==> config.mk <==
export PLATFORM = sky130hd
export DESIGN_NAME = render_rect_flat
export DESIGN_NICKNAME = d
export VERILOG_FILES = /design/src/rtl/render_rect_if.sv /design/src/rtl/render_rect.sv /design/src/flat_wrapper.sv
export SDC_FILE = /design/constraint.sdc
export NUM_CORES = 1
export LEC_CHECK = 0
export ABC_AREA = 0
export CAP_MARGIN = 0
export CORE_ASPECT_RATIO = 1.4
export CORE_UTILIZATION = 57
export CTS_CLUSTER_DIAMETER = 60
export CTS_CLUSTER_SIZE = 28
export DETAILED_ROUTE_END_ITERATION = 8
export HOLD_SLACK_MARGIN = 0.06
export PLACE_DENSITY = 0.86
export SLEW_MARGIN = 20
export SYNTH_ARGS = -nofsm -noshare
export SYNTH_HDL_FRONTEND = slang
export SYNTH_SLANG_ARGS = --single-unit
==> constraint.sdc <==
create_clock -name CLOCK_50 -period 5.8 [get_ports CLOCK_50]
set_input_delay 1.16 -clock CLOCK_50 [delete_from_list [all_inputs] [get_ports CLOCK_50]]
set_output_delay 1.16 -clock CLOCK_50 [all_outputs]
set_load 0.03 [all_outputs]
==> src/rtl/render_rect_if.sv <==
// render_rect_if: rectangle draw request in, pixel write stream out.
interface render_rect_if #(parameter int NX = 10, parameter int NY = 9, parameter int CW = 9);
    logic          start;
    logic [NX-1:0] x0;
    logic [NY-1:0] y0;
    logic [NX-1:0] w;
    logic [NY-1:0] h;
    logic [CW-1:0] color;
    logic          mode;
    logic          pready;
    logic [NX-1:0] px;
    logic [NY-1:0] py;
    logic [CW-1:0] pcolor;
    logic          pwrite;
    logic          busy;
    logic          done;
    modport master (output start, x0, y0, w, h, color, mode, pready,
                    input px, py, pcolor, pwrite, busy, done);
    modport slave  (input start, x0, y0, w, h, color, mode, pready,
                    output px, py, pcolor, pwrite, busy, done);
endinterface

==> src/rtl/render_rect.sv <==
// render_rect: raster-scans a filled or outlined rectangle into a pixel write stream,
// skipping off-screen pixels and stalling on pready.
module render_rect #(
    parameter int NX = 10,
    parameter int NY = 9,
    parameter int CW = 9,
    parameter int XMAX = 640,
    parameter int YMAX = 480
) (
    input logic CLOCK_50,
    input logic resetn,
    render_rect_if.slave bus
);
    typedef enum logic [1:0] {IDLE, DRAW, DONE} state_t;
    state_t state, state_nx;
    logic [NX-1:0] xs, ws, xc;
    logic [NY-1:0] ys, hs, yc;
    logic [CW-1:0] col;
    logic md, last_x, last_y, on_edge, vis, adv;
    logic [NX:0] sx;
    logic [NY:0] sy;

    // Sums carry one extra bit so coordinates wrapping past 2^N count as off-screen.
    assign sx = {1'b0, xs} + {1'b0, xc};
    assign sy = {1'b0, ys} + {1'b0, yc};
    assign last_x = xc == ws - NX'(1);
    assign last_y = yc == hs - NY'(1);
    assign on_edge = xc == '0 || last_x || yc == '0 || last_y;
    assign vis = sx < (NX+1)'(XMAX) && sy < (NY+1)'(YMAX) && (!md || on_edge);
    assign adv = !bus.pwrite || bus.pready;
    assign bus.px = sx[NX-1:0];
    assign bus.py = sy[NY-1:0];
    assign bus.pcolor = col;

    always_comb begin
        bus.pwrite = state == DRAW && vis;
        bus.busy = state != IDLE;
        bus.done = state == DONE;
        state_nx = state == IDLE ? (bus.start ? ((bus.w == '0 || bus.h == '0) ? DONE : DRAW) : IDLE)
                 : state == DRAW ? ((adv && last_x && last_y) ? DONE : DRAW)
                 : IDLE;
    end

    always_ff @(posedge CLOCK_50) begin
        if (!resetn) begin
            state <= IDLE;
            xs <= '0;
            ys <= '0;
            ws <= '0;
            hs <= '0;
            col <= '0;
            md <= 1'b0;
            xc <= '0;
            yc <= '0;
        end else begin
            state <= state_nx;
            if (state == IDLE && bus.start) begin
                xs <= bus.x0;
                ys <= bus.y0;
                ws <= bus.w;
                hs <= bus.h;
                col <= bus.color;
                md <= bus.mode;
                xc <= '0;
                yc <= '0;
            end else if (state == DRAW && adv) begin
                xc <= last_x ? '0 : xc + NX'(1);
                yc <= last_x ? yc + NY'(1) : yc;
            end
        end
    end
endmodule

==> src/flat_wrapper.sv <==
// flat-port wrapper written by rule: the top's interface ports become plain ports
module render_rect_flat 
#(
    parameter int NX = 10,
    parameter int NY = 9,
    parameter int CW = 9,
    parameter int XMAX = 640,
    parameter int YMAX = 480
)
  (CLOCK_50, resetn, bus_start, bus_x0, bus_y0, bus_w, bus_h, bus_color, bus_mode, bus_pready, bus_px, bus_py, bus_pcolor, bus_pwrite, bus_busy, bus_done);
  render_rect_if #(.NX(NX), .NY(NY), .CW(CW)) bus_i ();
  input logic CLOCK_50;
  input logic resetn;
  input wire logic [$bits(bus_i.start)-1:0] bus_start;
  input wire logic [$bits(bus_i.x0)-1:0] bus_x0;
  input wire logic [$bits(bus_i.y0)-1:0] bus_y0;
  input wire logic [$bits(bus_i.w)-1:0] bus_w;
  input wire logic [$bits(bus_i.h)-1:0] bus_h;
  input wire logic [$bits(bus_i.color)-1:0] bus_color;
  input wire logic [$bits(bus_i.mode)-1:0] bus_mode;
  input wire logic [$bits(bus_i.pready)-1:0] bus_pready;
  output wire logic [$bits(bus_i.px)-1:0] bus_px;
  output wire logic [$bits(bus_i.py)-1:0] bus_py;
  output wire logic [$bits(bus_i.pcolor)-1:0] bus_pcolor;
  output wire logic [$bits(bus_i.pwrite)-1:0] bus_pwrite;
  output wire logic [$bits(bus_i.busy)-1:0] bus_busy;
  output wire logic [$bits(bus_i.done)-1:0] bus_done;
  assign bus_i.start = bus_start;
  assign bus_i.x0 = bus_x0;
  assign bus_i.y0 = bus_y0;
  assign bus_i.w = bus_w;
  assign bus_i.h = bus_h;
  assign bus_i.color = bus_color;
  assign bus_i.mode = bus_mode;
  assign bus_i.pready = bus_pready;
  assign bus_px = bus_i.px;
  assign bus_py = bus_i.py;
  assign bus_pcolor = bus_i.pcolor;
  assign bus_pwrite = bus_i.pwrite;
  assign bus_busy = bus_i.busy;
  assign bus_done = bus_i.done;
  render_rect #(.NX(NX), .NY(NY), .CW(CW), .XMAX(XMAX), .YMAX(YMAX)) u_core (.CLOCK_50(CLOCK_50), .resetn(resetn), .bus(bus_i));
endmodule
# Word level (Yosys, flattened, before mapping)
# Cells that the tools add are included.
word_totals:
  reg_bits: 69
  inputBits: 52
  out_inout_bits: 31
  wordCells: 51
op_classes:
  addsub: 6
  magnitude_cmp: 2
  n_eq_ne: 4
  muxes: 6
  bitwise_logic: 1
  reduce_logical: 23
op_table:
  columns: ["operator", "count"]
  rows:
  - ["zero test 10 bit", 2]
  - ["zero test 9 bit", 2]
  - ["adder 10 x 10 -> 11 bit", 1]
  - ["< comparator 11 x 10 -> 1 bit (second input constant)", 1]
  - ["adder 10 x 1 -> 10 bit (second input constant)", 1]
  - ["adder 9 x 9 -> 10 bit", 1]
  - ["== test 10 bit", 1]
  - ["< comparator 10 x 9 -> 1 bit (second input constant)", 1]
  - ["2-to-1 mux 10 bit", 1]
  - ["2-to-1 mux 2 bit", 5]
  - ["subtractor 10 x 1 -> 10 bit (second input constant)", 1]
  - ["adder 9 x 1 -> 9 bit (second input constant)", 1]
  - ["== test 9 bit", 1]
  - ["subtractor 9 x 1 -> 9 bit (second input constant)", 1]
  - ["logical AND 1 bit", 7]
  - ["logical OR 1 bit", 6]
  - ["== test 2 x 1 -> 1 bit (second input constant)", 1]
  - ["== test 2 bit (second input constant)", 1]
  - ["zero test 1 bit", 2]
  - ["zero test 2 bit", 1]
  - ["AND reduction 2 bit", 1]
  - ["nonzero test 2 bit", 1]
  - ["OR reduction 2 bit", 1]
  - ["NOT 1 bit", 1]

# Longest topological paths before layout
logic_depth:
  ltp_word: 15
  depth_mapped: 12
  mapped_depth_nobuf: 10

# Worst setup path after synthesis
# Ideal clock, no wire load.
synth_path:
  kind: "register to output"
  startpoint: "register u_core.xc[0]"
  endpoint: "output bus_pwrite"
  t_arrival_ps: 2708
  required_time_ps: 4640
  path_slack_ps: 1932
  path_stages_with_launch: 9
  n_path_buf: 0
  cell_sequence: "dfxtp_1 -> ha_1 -> fa_1 -> a211oi_1 -> nor2_1 -> a21oi_1 -> xnor2_1 -> o211a_1 -> a311oi_4"
synth_via:
  elab_cells_between_ends: 11
  cone_classes: "add/sub (1); order compare (1); eq/ne (1); reduce/logical (8)"
synth_lines:
  columns: ["item", "line_no", "rtl"]
  rows:
  - ["start, declared", "render_rect.sv:16", "logic [NX-1:0] xs, ws, xc;"]
  - ["start signal, assigned", "render_rect.sv:67", "xc <= last_x ? '0 : xc + NX'(1);"]
  - ["adder 10 x 10 -> 11 bit", "render_rect.sv:24", "assign sx = {1'b0, xs} + {1'b0, xc};"]
  - ["named net bus_px[8]", "flat_wrapper.sv:22", "output wire logic [$bits(bus_i.px)-1:0] bus_px;"]
  - ["< comparator 11 x 10 -> 1 bit", "render_rect.sv:29", "assign vis = sx < (NX+1)'(XMAX) && sy < (NY+1)'(YMAX) && (!md || on_edge);"]
  - ["logical AND 1 bit (2 in a row)", "render_rect.sv:29", null]
  - ["logical AND 1 bit", "render_rect.sv:36", "bus.pwrite = state == DRAW && vis;"]
  - ["end, declared", "flat_wrapper.sv:25", "output wire logic [$bits(bus_i.pwrite)-1:0] bus_pwrite;"]
# The timed path passes the listed nets, and every way through them passes these cells.

# Final worst setup path
layout_path:
  startpoint: "register u_core.yc[0]"
  endpoint: "output bus_pwrite"
layout_via:
  elab_chain_len: 6
  elab_cells_between_ends: 10
  cone_classes: "add/sub (1); order compare (1); eq/ne (1); reduce/logical (7)"
layout_lines:
  columns: ["item", "line_no", "rtl"]
  rows:
  - ["start, declared", "render_rect.sv:17", "logic [NY-1:0] ys, hs, yc;"]
  - ["start signal, assigned", "render_rect.sv:68", "yc <= last_x ? yc + NY'(1) : yc;"]
  - ["parallel branches: the longest is 4 deep, another holds adder 9 x 9 -> 10 bit", null, null]
  - ["logical AND 1 bit *", "render_rect.sv:29", null]
  - ["logical AND 1 bit *", "render_rect.sv:36", null]
# Mark *: on every way between the ends.

==> results.json <==
{
  "worstRegToRegCells": 11,
  "drtAntennaViolNets": 0,
  "drt_wl_total_microns": 11600,
  "cp_slowest_stage_delay_ns": 0.78,
  "power.density_nw_per_um2": 217,
  "crit_type": "flop to output port",
  "synth_edf_count": 0,
  "rr_endpoint": "u_core.yc[8]",
  "remaining_drc_errors": 0,
  "antenna_found_initial": 0,
  "grt_max_degree": 53,
  "clk_latency_ns": 0.35,
  "multi_input_area_sq_um": 2880,
  "clock_sinks": 69,
  "synth.distinct_cells": 61,
  "end_kind": "output port",
  "first_pass_iters": 5,
  "setup_viol": 0,
  "antenna-diode-count": 0,
  "design.core.area_sq_um": 7450,
  "async_flop_share_pct": 0,
  "synth_most_common_cell": "nand2_1",
  "syn_nets": 643,
  "grt.total_usage_pct": 28.9,
  "hpwl_microns": 8270,
  "postLayoutCellArea_sq_um": 5510,
  "place_ws_ns": 1.19,
  "area_delta_synth_final_pct": 23.9,
  "drt_iter0_drc": 276,
  "num_vias": 4385,
  "crit_path_start_kind": "flop",
  "period_minus_slack_ns": 5.01,
  "cts_setup_buffers": 0,
  "p_leak_nw": 2.12,
  "synth_top_area_share_pct": 31.1,
  "regArea_sq_um": 1380,
  "syn_inst": 564,
  "worst_slew_margin_rel_pct": 45.9,
  "startpoint": "u_core.yc[0]",
  "first_global_vias": 4241,
  "status": "completed",
  "cts.clk_slew.worst_paths_ns": 0.08,
  "ios": 83,
  "clockBufferDepth": 2,
  "rows": 37,
  "critPathRequiredTime_ns": 4.64,
  "gp_congestion": 0.881,
  "h-tree-depth": 3,
  "max_slew.worst_pin.slew_ns": 0.810,
  "fin_setup_tns_ns": 0,
  "synthTopCellsByArea": "dfxtp_1 31%, nand2_1 10%, a21boi_0 8.3%",
  "period_share_pct": 86.4,
  "drv_cap": 0,
  "rrSetupSlack_ns": 2.40,
  "drive_gt1_share_pct": 5.51,
  "syn-cell-area_sq_um": 4440,
  "ys.flop_type": "dfxtp_1",
  "synth.largest_area_cell": "dfxtp_1",
  "syn_avg_cell_area_sq_um": 7.88,
  "portBuffers": 82,
  "min_to": "u_core.bus.pcolor[0]",
  "via_per_inst": 5.99,
  "chipHeight_microns": 106,
  "critPathMaxFanout": 10,
  "cts.repair.resized": 0,
  "initial_core_util_pct": 59.6,
  "numCtsBuffers": 9,
  "critPathBufInv": 1,
  "fill_cells": 584,
  "placed_area_sq_um": 5290,
  "setup_ws_ns": 0.789,
  "min_from": "u_core.bus.pcolor[0]",
  "fmax_mhz": 200,
  "synth_common_cells": "119 x nand2_1, 69 x dfxtp_1, 49 x a21boi_0",
  "crit_family": "compound AO/OA/AOI/OAI gates",
  "holdPathStages": 2,
  "r2r-start": "u_core.yc[0]",
  "grt_pass1_wl_microns": 18900,
  "ys_seq_elements": 69,
  "ys_warn_count": 0,
  "maxSlewViolCount": 0,
  "cts_tree": "yes",
  "yosysSeqAreaShare_pct": 31.1,
  "crit_path_cell_trace": "ha_1, fa_1, a21o_1, a221oi_1, o21ai_0, xnor2_1, o211ai_1, a311oi_4, clkdlybuf4s50_1",
  "hold_viol_final": 0,
  "root_buffer": "clkbuf_8",
  "grt_setup_unrepaired": "no",
  "hp-class": "flop to flop",
  "globalRouteOverflowTotal": 0,
  "fin_skew_ns": 0.00854,
  "dpl.cell_count": 717,
  "fp.dieW_microns": 76.6,
  "die-area_sq_um": 8160,
  "postCtsHoldBufs": 0,
  "wl_per_cell_microns": 15.8,
  "instances_no_fill": 732,
  "nNetsFinal": 710,
  "cp.arrival_ns": 3.85,
  "cpMaxStageDelayCell": "clkdlybuf4s50_1",
  "ir_worst_vdd_v": 0.000168
}
-- per-stage QoR --
step / total power [mW] / utilization (%) / hold slack (ns)
global route: 1.24 / 73.9 / 0.498
finish: 1.20 / 73.9 / 0.463
floorplan: 0.674 / - / 0.439
detailed placement: 0.767 / 71.0 / 0.458
global placement: 0.760 / 71.0 / 0.450
CTS: 1.20 / 73.9 / 0.469
-- power by group --
group	leakage [nW]	internal, mW	switching [mW]
sequential	0.564	0.495	0.0219
clock	0.101	0.240	0.198
combinational	1.46	0.113	0.129
-- cell families after synthesis --
group                    Yosys count  synth area share [%]
AND/OR/NAND/NOR                  234                  25.4
AO/OA/AOI/OAI                    140                  21.6
flip-flops                        69                  31.1
buffers and inverters             46                  4.08
XOR/XNOR                          36                  7.10
adder cells (fa/ha/maj)           27                  7.94
multiplexers                      12                  2.73
-- how the worst max path moves through the flow --
stage                       endpoint  slack (ns)  cells past startpoint
final                     bus_pwrite        0.79                      9
after CTS                 bus_pwrite        0.80                      9
after global placement    bus_pwrite        1.26                      9
after floorplan           bus_pwrite        1.93                      8
after detailed placement  bus_pwrite        1.19                      9
after global routing      bus_pwrite        0.56                      9
-- layout by cell type (no fill, tap or decap), types with 3 or more instances in the layout --
master | synthesis | layout
nand4_1 | 7 | 7
o21ai_0 | 20 | 20
or3_1 | 5 | 5
nand2_1 | 119 | 119
nor2b_1 | 4 | 4
mux2i_1 | 11 | 11
a21boi_0 | 49 | 49
buf_4 | 0 | 4
nor4_1 | 9 | 9
o21a_1 | 4 | 4
and3_1 | 4 | 4
nor3_2 | 3 | 3
a21o_1 | 4 | 4
clkbuf_8 | 0 | 9
and2_1 | 5 | 5
nor2_1 | 21 | 21
ha_1 | 25 | 25
nand4b_1 | 4 | 4
dfxtp_1 | 69 | 69
clkdlybuf4s50_1 | 0 | 82
nand3_1 | 24 | 24
xnor2_1 | 23 | 23
nand3b_1 | 7 | 7
a211oi_1 | 3 | 3
inv_1 | 15 | 15
nand2b_1 | 3 | 3
a21oi_1 | 37 | 37
xor2_1 | 13 | 13
nor3_1 | 7 | 7
-- worst min-delay path: stages, from the launching register on --
cell	delay, ns
dfxtp_1	0.31
nand2_1	0.04
a21boi_0	0.06
-- cell type report --
type                    instances  share of cell area [%]
clock buffers                   9                    2.25
clock inverters                 6                    1.61
inverters                      16                    1.09
multi-input cells             449                    52.3
flip-flops and latches         69                    25.1
well taps                      97                    2.20
repair buffers                 86                    15.5
-- metal layers --
layer  up-vias  GRT usage (%)  part of all wire [%]
met2       145           55.1                    55
met3        43           5.84                   4.1
met4         0           13.3                   3.0
met5         -              0                     0
li1       2122              -                     -
met1      2075           29.9                    38
-- registers in the layout (all words and copies together), names as in the netlist --
name               flops
u_core.bus.pcolor      9
u_core.hs              9
u_core.md              1
u_core.state           2
u_core.ws             10
u_core.xc             10
u_core.xs             10
u_core.yc              9
u_core.ys              9
Power figures use the tool's default switching activity.
